<file path="config.mk">
export PLATFORM = sky130hd
export DESIGN_NAME = sharp_lcd_rx
export DESIGN_NICKNAME = d
export VERILOG_FILES = /design/src/rtl/sharp_lcd_rx.sv
export SDC_FILE = /design/constraint.sdc
export NUM_CORES = 1
export LEC_CHECK = 0
export ABC_AREA = 1
export ABC_CLOCK_PERIOD_IN_PS = 8800
export BUFFER_PORTS_ARGS = -buffer_cell sky130_fd_sc_hd__buf_2
export CORE_MARGIN = 2
export CORE_UTILIZATION = 57
export DETAILED_ROUTE_END_ITERATION = 6
export GPL_TIMING_DRIVEN = 0
export PLACE_DENSITY = 0.79
export SLEW_MARGIN = 10
export SYNTH_ARGS = -nofsm -noshare
export SYNTH_HDL_FRONTEND = slang
export SYNTH_SLANG_ARGS = --single-unit
</file>
<file path="constraint.sdc">
create_clock -name clk_12mhz -period 8.8 [get_ports clk_12mhz]
set_input_delay 0.44 -clock clk_12mhz [delete_from_list [all_inputs] [get_ports clk_12mhz]]
set_output_delay 0.44 -clock clk_12mhz [all_outputs]
set_load 0.005 [all_outputs]
</file>
<file path="src/rtl/sharp_lcd_rx.sv">
// sharp_lcd_rx: panel-side decoder for the LS013B7DH01 memory-LCD serial link (SCS/SCK/SI).
// Define SHARP_RX_TIMING_CHK_EN to add SCS-setup and SCK-spacing violation checks.
`timescale 1ns/1ps
module sharp_lcd_rx #(
  parameter int DATA_BITS     = 144,
  parameter int NUM_LINES     = 168,
  parameter int SYNC_STAGES   = 2,
  parameter int MIN_SETUP_CYC = 36
) (
  input  logic                 clk_12mhz,
  input  logic                 rst_n,
  input  logic                 SCS,
  input  logic                 SCK,
  input  logic                 SI,
  output logic                 mode_update,
  output logic                 vcom,
  output logic                 clear_all,
  output logic                 line_valid,
  output logic [7:0]           line_addr,
  output logic [DATA_BITS-1:0] line_data,
  output logic                 frame_done,
  output logic                 proto_err
);
  localparam int CNT_W = (DATA_BITS > 255) ? $clog2(DATA_BITS + 1) : 8;

  if (SYNC_STAGES < 2) begin : g_bad_sync
    $error("SYNC_STAGES must be at least 2");
  end
  if (MIN_SETUP_CYC < 0 || MIN_SETUP_CYC > 65535) begin : g_bad_setup
    $error("MIN_SETUP_CYC must fit the 16-bit setup counter");
  end

  typedef enum logic [2:0] {IDLE, MODE, ADDR, DATA, DUMMY, TRAIL} state_t;

  logic [SYNC_STAGES-1:0] scs_sync, sck_sync, si_sync;
  logic scs_p0, sck_p0, si_p0;
  logic scs_prev_p1, sck_prev_p1, scs_rise_p1, scs_fall_p1, edge_p1, si_p1;

  state_t               state_p2, state_n;
  logic [CNT_W-1:0]     cnt_p2, cnt_n;
  logic [2:0]           mode_sh_p2, mode_sh_n;
  logic [7:0]           addr_sh_p2, addr_sh_n, addr_full;
  logic [DATA_BITS-1:0] data_sh_p2, data_sh_n;
  logic                 got_line_p2, got_line_n;
  logic                 mode_update_n, vcom_n, clear_all_n, line_valid_n, frame_done_n, proto_err_n;
  logic [7:0]           line_addr_n;
  logic [DATA_BITS-1:0] line_data_n;
  logic                 tchk_err;

  // p0: metastability synchronizers
  always_ff @(posedge clk_12mhz or negedge rst_n) begin
    if (!rst_n) begin
      scs_sync <= '0;
      sck_sync <= '0;
      si_sync  <= '0;
    end else begin
      scs_sync <= {scs_sync[SYNC_STAGES-2:0], SCS};
      sck_sync <= {sck_sync[SYNC_STAGES-2:0], SCK};
      si_sync  <= {si_sync[SYNC_STAGES-2:0], SI};
    end
  end

  assign scs_p0 = scs_sync[SYNC_STAGES-1];
  assign sck_p0 = sck_sync[SYNC_STAGES-1];
  assign si_p0  = si_sync[SYNC_STAGES-1];

  // p1: registered edge events, SI captured alongside the SCK rise
  always_ff @(posedge clk_12mhz or negedge rst_n) begin
    if (!rst_n) begin
      scs_prev_p1 <= 1'b0;
      sck_prev_p1 <= 1'b0;
      scs_rise_p1 <= 1'b0;
      scs_fall_p1 <= 1'b0;
      edge_p1     <= 1'b0;
      si_p1       <= 1'b0;
    end else begin
      scs_prev_p1 <= scs_p0;
      sck_prev_p1 <= sck_p0;
      scs_rise_p1 <= scs_p0 & ~scs_prev_p1;
      scs_fall_p1 <= ~scs_p0 & scs_prev_p1;
      edge_p1     <= sck_p0 & ~sck_prev_p1;
      si_p1       <= si_p0;
    end
  end

  // p2: protocol FSM; an SCS fall in the same cycle as an SCK edge takes priority
  always_comb begin
    state_n       = state_p2;
    cnt_n         = cnt_p2;
    mode_sh_n     = mode_sh_p2;
    addr_sh_n     = addr_sh_p2;
    data_sh_n     = data_sh_p2;
    got_line_n    = got_line_p2;
    mode_update_n = mode_update;
    vcom_n        = vcom;
    line_addr_n   = line_addr;
    line_data_n   = line_data;
    clear_all_n   = 1'b0;
    line_valid_n  = 1'b0;
    frame_done_n  = 1'b0;
    proto_err_n   = 1'b0;
    addr_full     = {si_p1, addr_sh_p2[7:1]};
    if (scs_fall_p1) begin
      state_n = IDLE;
      cnt_n   = '0;
      if (state_p2 == TRAIL || (state_p2 == ADDR && cnt_p2 == '0 && got_line_p2))
        frame_done_n = 1'b1;
      else if (state_p2 != IDLE)
        proto_err_n = 1'b1;
    end else if (scs_rise_p1) begin
      state_n    = MODE;
      cnt_n      = '0;
      got_line_n = 1'b0;
    end else if (edge_p1) begin
      case (state_p2)
        MODE: begin
          if (cnt_p2 == CNT_W'(0)) mode_sh_n[0] = si_p1;
          if (cnt_p2 == CNT_W'(1)) mode_sh_n[1] = si_p1;
          if (cnt_p2 == CNT_W'(2)) mode_sh_n[2] = si_p1;
          cnt_n = cnt_p2 + CNT_W'(1);
          if (cnt_p2 == CNT_W'(7)) begin
            cnt_n         = '0;
            mode_update_n = mode_sh_p2[0];
            vcom_n        = mode_sh_p2[1];
            if (mode_sh_p2[2]) begin
              clear_all_n = 1'b1;
              state_n     = TRAIL;
            end else if (!mode_sh_p2[0]) begin
              state_n = TRAIL;
            end else begin
              state_n = ADDR;
            end
          end
        end
        ADDR: begin
          addr_sh_n = addr_full;
          cnt_n     = cnt_p2 + CNT_W'(1);
          if (cnt_p2 == CNT_W'(7)) begin
            cnt_n = '0;
            if (addr_full == 8'd0) begin
              state_n = TRAIL;
            end else if (addr_full > 8'(NUM_LINES)) begin
              proto_err_n = 1'b1;
              state_n     = TRAIL;
            end else begin
              state_n = DATA;
            end
          end
        end
        DATA: begin
          data_sh_n = {si_p1, data_sh_p2[DATA_BITS-1:1]};
          cnt_n     = cnt_p2 + CNT_W'(1);
          if (cnt_p2 == CNT_W'(DATA_BITS - 1)) begin
            cnt_n        = '0;
            line_valid_n = 1'b1;
            line_addr_n  = addr_sh_p2;
            line_data_n  = data_sh_n;
            got_line_n   = 1'b1;
            state_n      = DUMMY;
          end
        end
        DUMMY: begin
          cnt_n = cnt_p2 + CNT_W'(1);
          if (cnt_p2 == CNT_W'(7)) begin
            cnt_n   = '0;
            state_n = ADDR;
          end
        end
        default: ;
      endcase
    end
  end

`ifdef SHARP_RX_TIMING_CHK_EN
  logic [15:0] setup_cnt_p2;
  logic [1:0]  gap_cnt_p2;
  logic        first_pend_p2;

  always_ff @(posedge clk_12mhz or negedge rst_n) begin
    if (!rst_n) begin
      setup_cnt_p2  <= '0;
      gap_cnt_p2    <= '0;
      first_pend_p2 <= 1'b0;
    end else begin
      if (scs_rise_p1) begin
        setup_cnt_p2  <= '0;
        first_pend_p2 <= 1'b1;
      end else begin
        if (setup_cnt_p2 != 16'hFFFF) setup_cnt_p2 <= setup_cnt_p2 + 16'd1;
        if (edge_p1 && state_p2 != IDLE) first_pend_p2 <= 1'b0;
      end
      if (edge_p1) gap_cnt_p2 <= '0;
      else if (gap_cnt_p2 != 2'd3) gap_cnt_p2 <= gap_cnt_p2 + 2'd1;
    end
  end

  // gap_cnt_p2 < 2 means this rise is at most two cycles after the previous one
  always_comb begin
    tchk_err = 1'b0;
    if (edge_p1 && !scs_fall_p1 && state_p2 != IDLE) begin
      if (first_pend_p2 && setup_cnt_p2 < 16'(MIN_SETUP_CYC)) tchk_err = 1'b1;
      if (!first_pend_p2 && gap_cnt_p2 < 2'd2) tchk_err = 1'b1;
    end
  end
`else
  assign tchk_err = 1'b0;
`endif

  always_ff @(posedge clk_12mhz or negedge rst_n) begin
    if (!rst_n) begin
      state_p2    <= IDLE;
      cnt_p2      <= '0;
      mode_sh_p2  <= '0;
      got_line_p2 <= 1'b0;
      mode_update <= 1'b0;
      vcom        <= 1'b0;
      clear_all   <= 1'b0;
      line_valid  <= 1'b0;
      line_addr   <= '0;
      line_data   <= '0;
      frame_done  <= 1'b0;
      proto_err   <= 1'b0;
    end else begin
      state_p2    <= state_n;
      cnt_p2      <= cnt_n;
      mode_sh_p2  <= mode_sh_n;
      got_line_p2 <= got_line_n;
      mode_update <= mode_update_n;
      vcom        <= vcom_n;
      clear_all   <= clear_all_n;
      line_valid  <= line_valid_n;
      line_addr   <= line_addr_n;
      line_data   <= line_data_n;
      frame_done  <= frame_done_n;
      proto_err   <= proto_err_n | tchk_err;
    end
  end

  always_ff @(posedge clk_12mhz) begin
    addr_sh_p2 <= addr_sh_n;
    data_sh_p2 <= data_sh_n;
  end

endmodule

</file>
==> implementation parameters <==
Parameter                              Value

Power
  Maximum vdd ir drop    175 uV
  Static leakage power    8.73 nW
  Combinational fraction of design power    0.037
  Sequential cell fraction of total power    0.528
  Clk pwr share    0.435
  Net switching power figure    0.672 mW
  Power density relative to cell area    210 nW/um2
  Overall power of the completed layout    3.16 mW
  Design internal power    2.48 mW
  Sw Share    0.213

Setup path
  Crit end category    flop
  Critical path peak fanout    32
  Library cell contributing the largest single delay on the critical path    nor2_4
  Highest cell delay on the worst timing path    550 ps
  Kind of cell with the highest combined delay on the critical path    simple AND/OR/NAND/NOR gates
  Start-to-end type of the worst setup path    reg2reg
  Required time at the endpoint of the critical path    8990 ps
  Buffers plus inverters on the worst setup path    4
  Cell Chain, Critical Path    nor2_4, nand2_2, nor2_4, buf_16, buf_16, buf_12, buf_12
  Type of origin of the critical path    flop
  Data arrival time of the critical path    2800 ps

CTS
  TritonCTS clock tree    yes
  Clock-pin transition on the worst setup and hold timing paths    60 ps
  Gates resized, CTS repair    0
  Hold-fix buffers, CTS    0
  Clock buffers created by TritonCTS    34
  Number of clock sinks    336
  H-tree Lvls    2
  Post-CTS setup buffers    0
  Buffer type at the clock tree root    clkbuf_16
  Maximum buffer depth of the clock tree    3
  Latest clock arrival within the worst-skew pair    510 ps

Route
  Total Routed Length    24400 um
  Routed wirelength normalized by instance count    14.6 um
  Remaining antenna violation count    0
  DRC violations left    0
  Number of iterations in the first detailed-routing pass    5
  Vias    8183
  Routed vias/inst    4.89
  Count of routing violations after the opening detailed-route iteration    617

Timing
  Worst-case headroom to the max-slew limit    0.439
  Worst setup margin    6190 ps
  Worst Tran Pin Value    842 ps
  Final count of hold timing violations    6
  Number of setup violations in the final report    0
  Total negative slack    0 ps
  Max Clock Skew    28.1 ps
  Max Freq    0.384 GHz
  Post-route minimum period    2610 ps
  RSZ-0062 raised after global routing    no
  Total count of max-transition violations in the final report    0
  Post-Route Hold Slack    -16.3 ps
  Ratio of final minimum period to clock period    0.296

Cells and area
  Most frequent cells in the layout    inv_1 (339), nand2_1 (209), dfrtp_1 (185)
  N_diodes    0
  Area delta synth->final    18.8%
  Leading cell type in the layout, fill and taps excluded    inv_1
  Final layout net count    1378
  Layout cell share with drive strength beyond 1    0.182
  Non-filler instance count after layout    1674
  Post-route cell area    15100 um2
  Fraction of the core area covered by cells at the end of the flow    0.690

Global routing
  Maximum number of pins on one net before global-route repair    111
  GR Util All Layers    0.211
  Number of antenna violations at the first check in global routing    1
  Leftover overflow at the end of global routing    0
  Via count of the first global-routing pass    8033
  Global-route wire length before repair    40000 um

Logic synthesis
  Net Count, Synth    1174
  Register bit total from synthesis    336
  Synth cell types    23
  Post-synthesis sequential area ratio    0.724
  Cell Area, Synth    12700 um2
  Number of warnings printed during yosys synthesis    0
  Gate count of the mapped netlist    1165
  Mean cell area of the mapped netlist    10.9 um2

Outcome
  Run status    complete, but fails checks
  Failing checks    hold timing

Placement
  Pre-CTS WS    6150 ps
  Half-perimeter wire length of the detailed placement result    16100 um
  Placed Area    14000 um2
  Final estimated routing congestion in global placement    0.835
  Input/output buffers    162
  Cells after DPL    1613

Floorplanning
  Die Footprint    23400 um2
  Core ar.    21800 um2
  Cell Rows    54
  Total I/O pin count    163
  Initial core utilization    0.580
  Die boundary height    153 um
  Die Span X    153 um

Job
  Maximum capacitance violations    0

Min path
  Hold Crit Class    in2async
-- worst register-to-register path: cells and delay by family, from the launching register on --
| family | cells | cell delay (ps) |
|---|---|---|
| buffers and inverters | 4 | 910 |
| AND/OR/NAND/NOR | 3 | 990 |
| flip-flops | 1 | 420 |
-- state kept, by name, indices dropped and copies added, names as in the netlist --
| signal | cells |
|---|---|
| line_data | 144 |
| data_sh_p2 | 143 |
| addr_sh_p2 | 8 |
| cnt_p2 | 8 |
| line_addr | 8 |
| mode_sh_p2 | 3 |
| state_p2 | 3 |
| sck_sync | 2 |
| scs_sync | 2 |
| si_sync | 2 |
| clear_all | 1 |
| edge_p1 | 1 |
| frame_done | 1 |
| got_line_p2 | 1 |
| line_valid | 1 |
| mode_update | 1 |
| proto_err | 1 |
| sck_prev_p1 | 1 |
| scs_fall_p1 | 1 |
| scs_prev_p1 | 1 |
| scs_rise_p1 | 1 |
| si_p1 | 1 |
| vcom | 1 |
-- power groups by stage --
stage	clock network [mW]	logic [mW]	registers [mW]
global route	1.46	0.135	1.67
floorplan	0	0.0717	1.70
CTS	1.40	0.117	1.67
detailed placement	0	0.116	1.70
global placement	0	0.109	1.70
finish	1.37	0.116	1.67
-- path summary, 6_finish.rpt --
kind | startpoint | slack, ps | to | depth (start not counted)
worst min-delay path | rst_n | -20 | line_data[107] | 1
max in group asynchronous | rst_n | 7880 | line_data[35] | 2
worst max-delay path | scs_fall_p1 | 6190 | data_sh_p2[76] | 7
worst max register to register | scs_fall_p1 | 6190 | data_sh_p2[76] | 7
worst min register to register | scs_sync[0] | 350 | scs_sync[1] | 0
min in group clk_12mhz | SCK | 60 | sck_sync[0] | 1
-- cell type report --
cell class                      count  area (um2)
Clock inverter                     12        95.1
Multi-Input combinational cell    455        2050
Inverter                          341        1280
Tap cell                          280         350
Sequential cell                   336        9160
Fill cell                        1584        6770
Buffer                             33         175
Clock buffer                       49         968
Timing Repair Buffer              168         963
-- cell usage after synthesis --
cell type,count,area (um2)
nor2_1,31,116
nand3_1,21,105
nor2_4,1,11.3
nand4_1,7,43.8
nand2_1,209,785
nor3b_1,1,7.51
nand2_2,1,6.26
buf_2,23,115
o21ai_1,59,295
o21ai_0,106,531
nor3_1,4,20.0
buf_4,6,45.0
a21o_1,1,7.51
edfxtp_1,151,4530
nand3b_1,2,15.0
inv_1,339,1270
clkbuf_1,4,15.0
nor2_2,2,12.5
a21oi_1,5,25.0
inv_2,2,7.51
nor3_4,1,16.3
ha_1,4,50.1
dfrtp_1,185,4630
-- layer usage --
| layer | vias to the layer above | global-route usage | share of wire |
|---|---|---|---|
| li1 | 3956 | - | - |
| met1 | 3945 | 0.307 | 0.46 |
| met2 | 236 | 0.321 | 0.45 |
| met3 | 44 | 0.0485 | 0.068 |
| met4 | 2 | 0.0679 | 0.024 |
| met5 | - | 0 | 0.00029 |
-- kinds of logic (layout without fill, tap and decap cells) --
kind of cell | Yosys count | in the layout | synth area share
AO/OA/AOI/OAI | 171 | 171 | 0.0678
adder cells (fa/ha/maj) | 4 | 4 | 0.00395
buffers and inverters | 374 | 603 | 0.115
flip-flops | 336 | 336 | 0.724
AND/OR/NAND/NOR | 280 | 280 | 0.0899
Power figures use the tool's default switching activity.
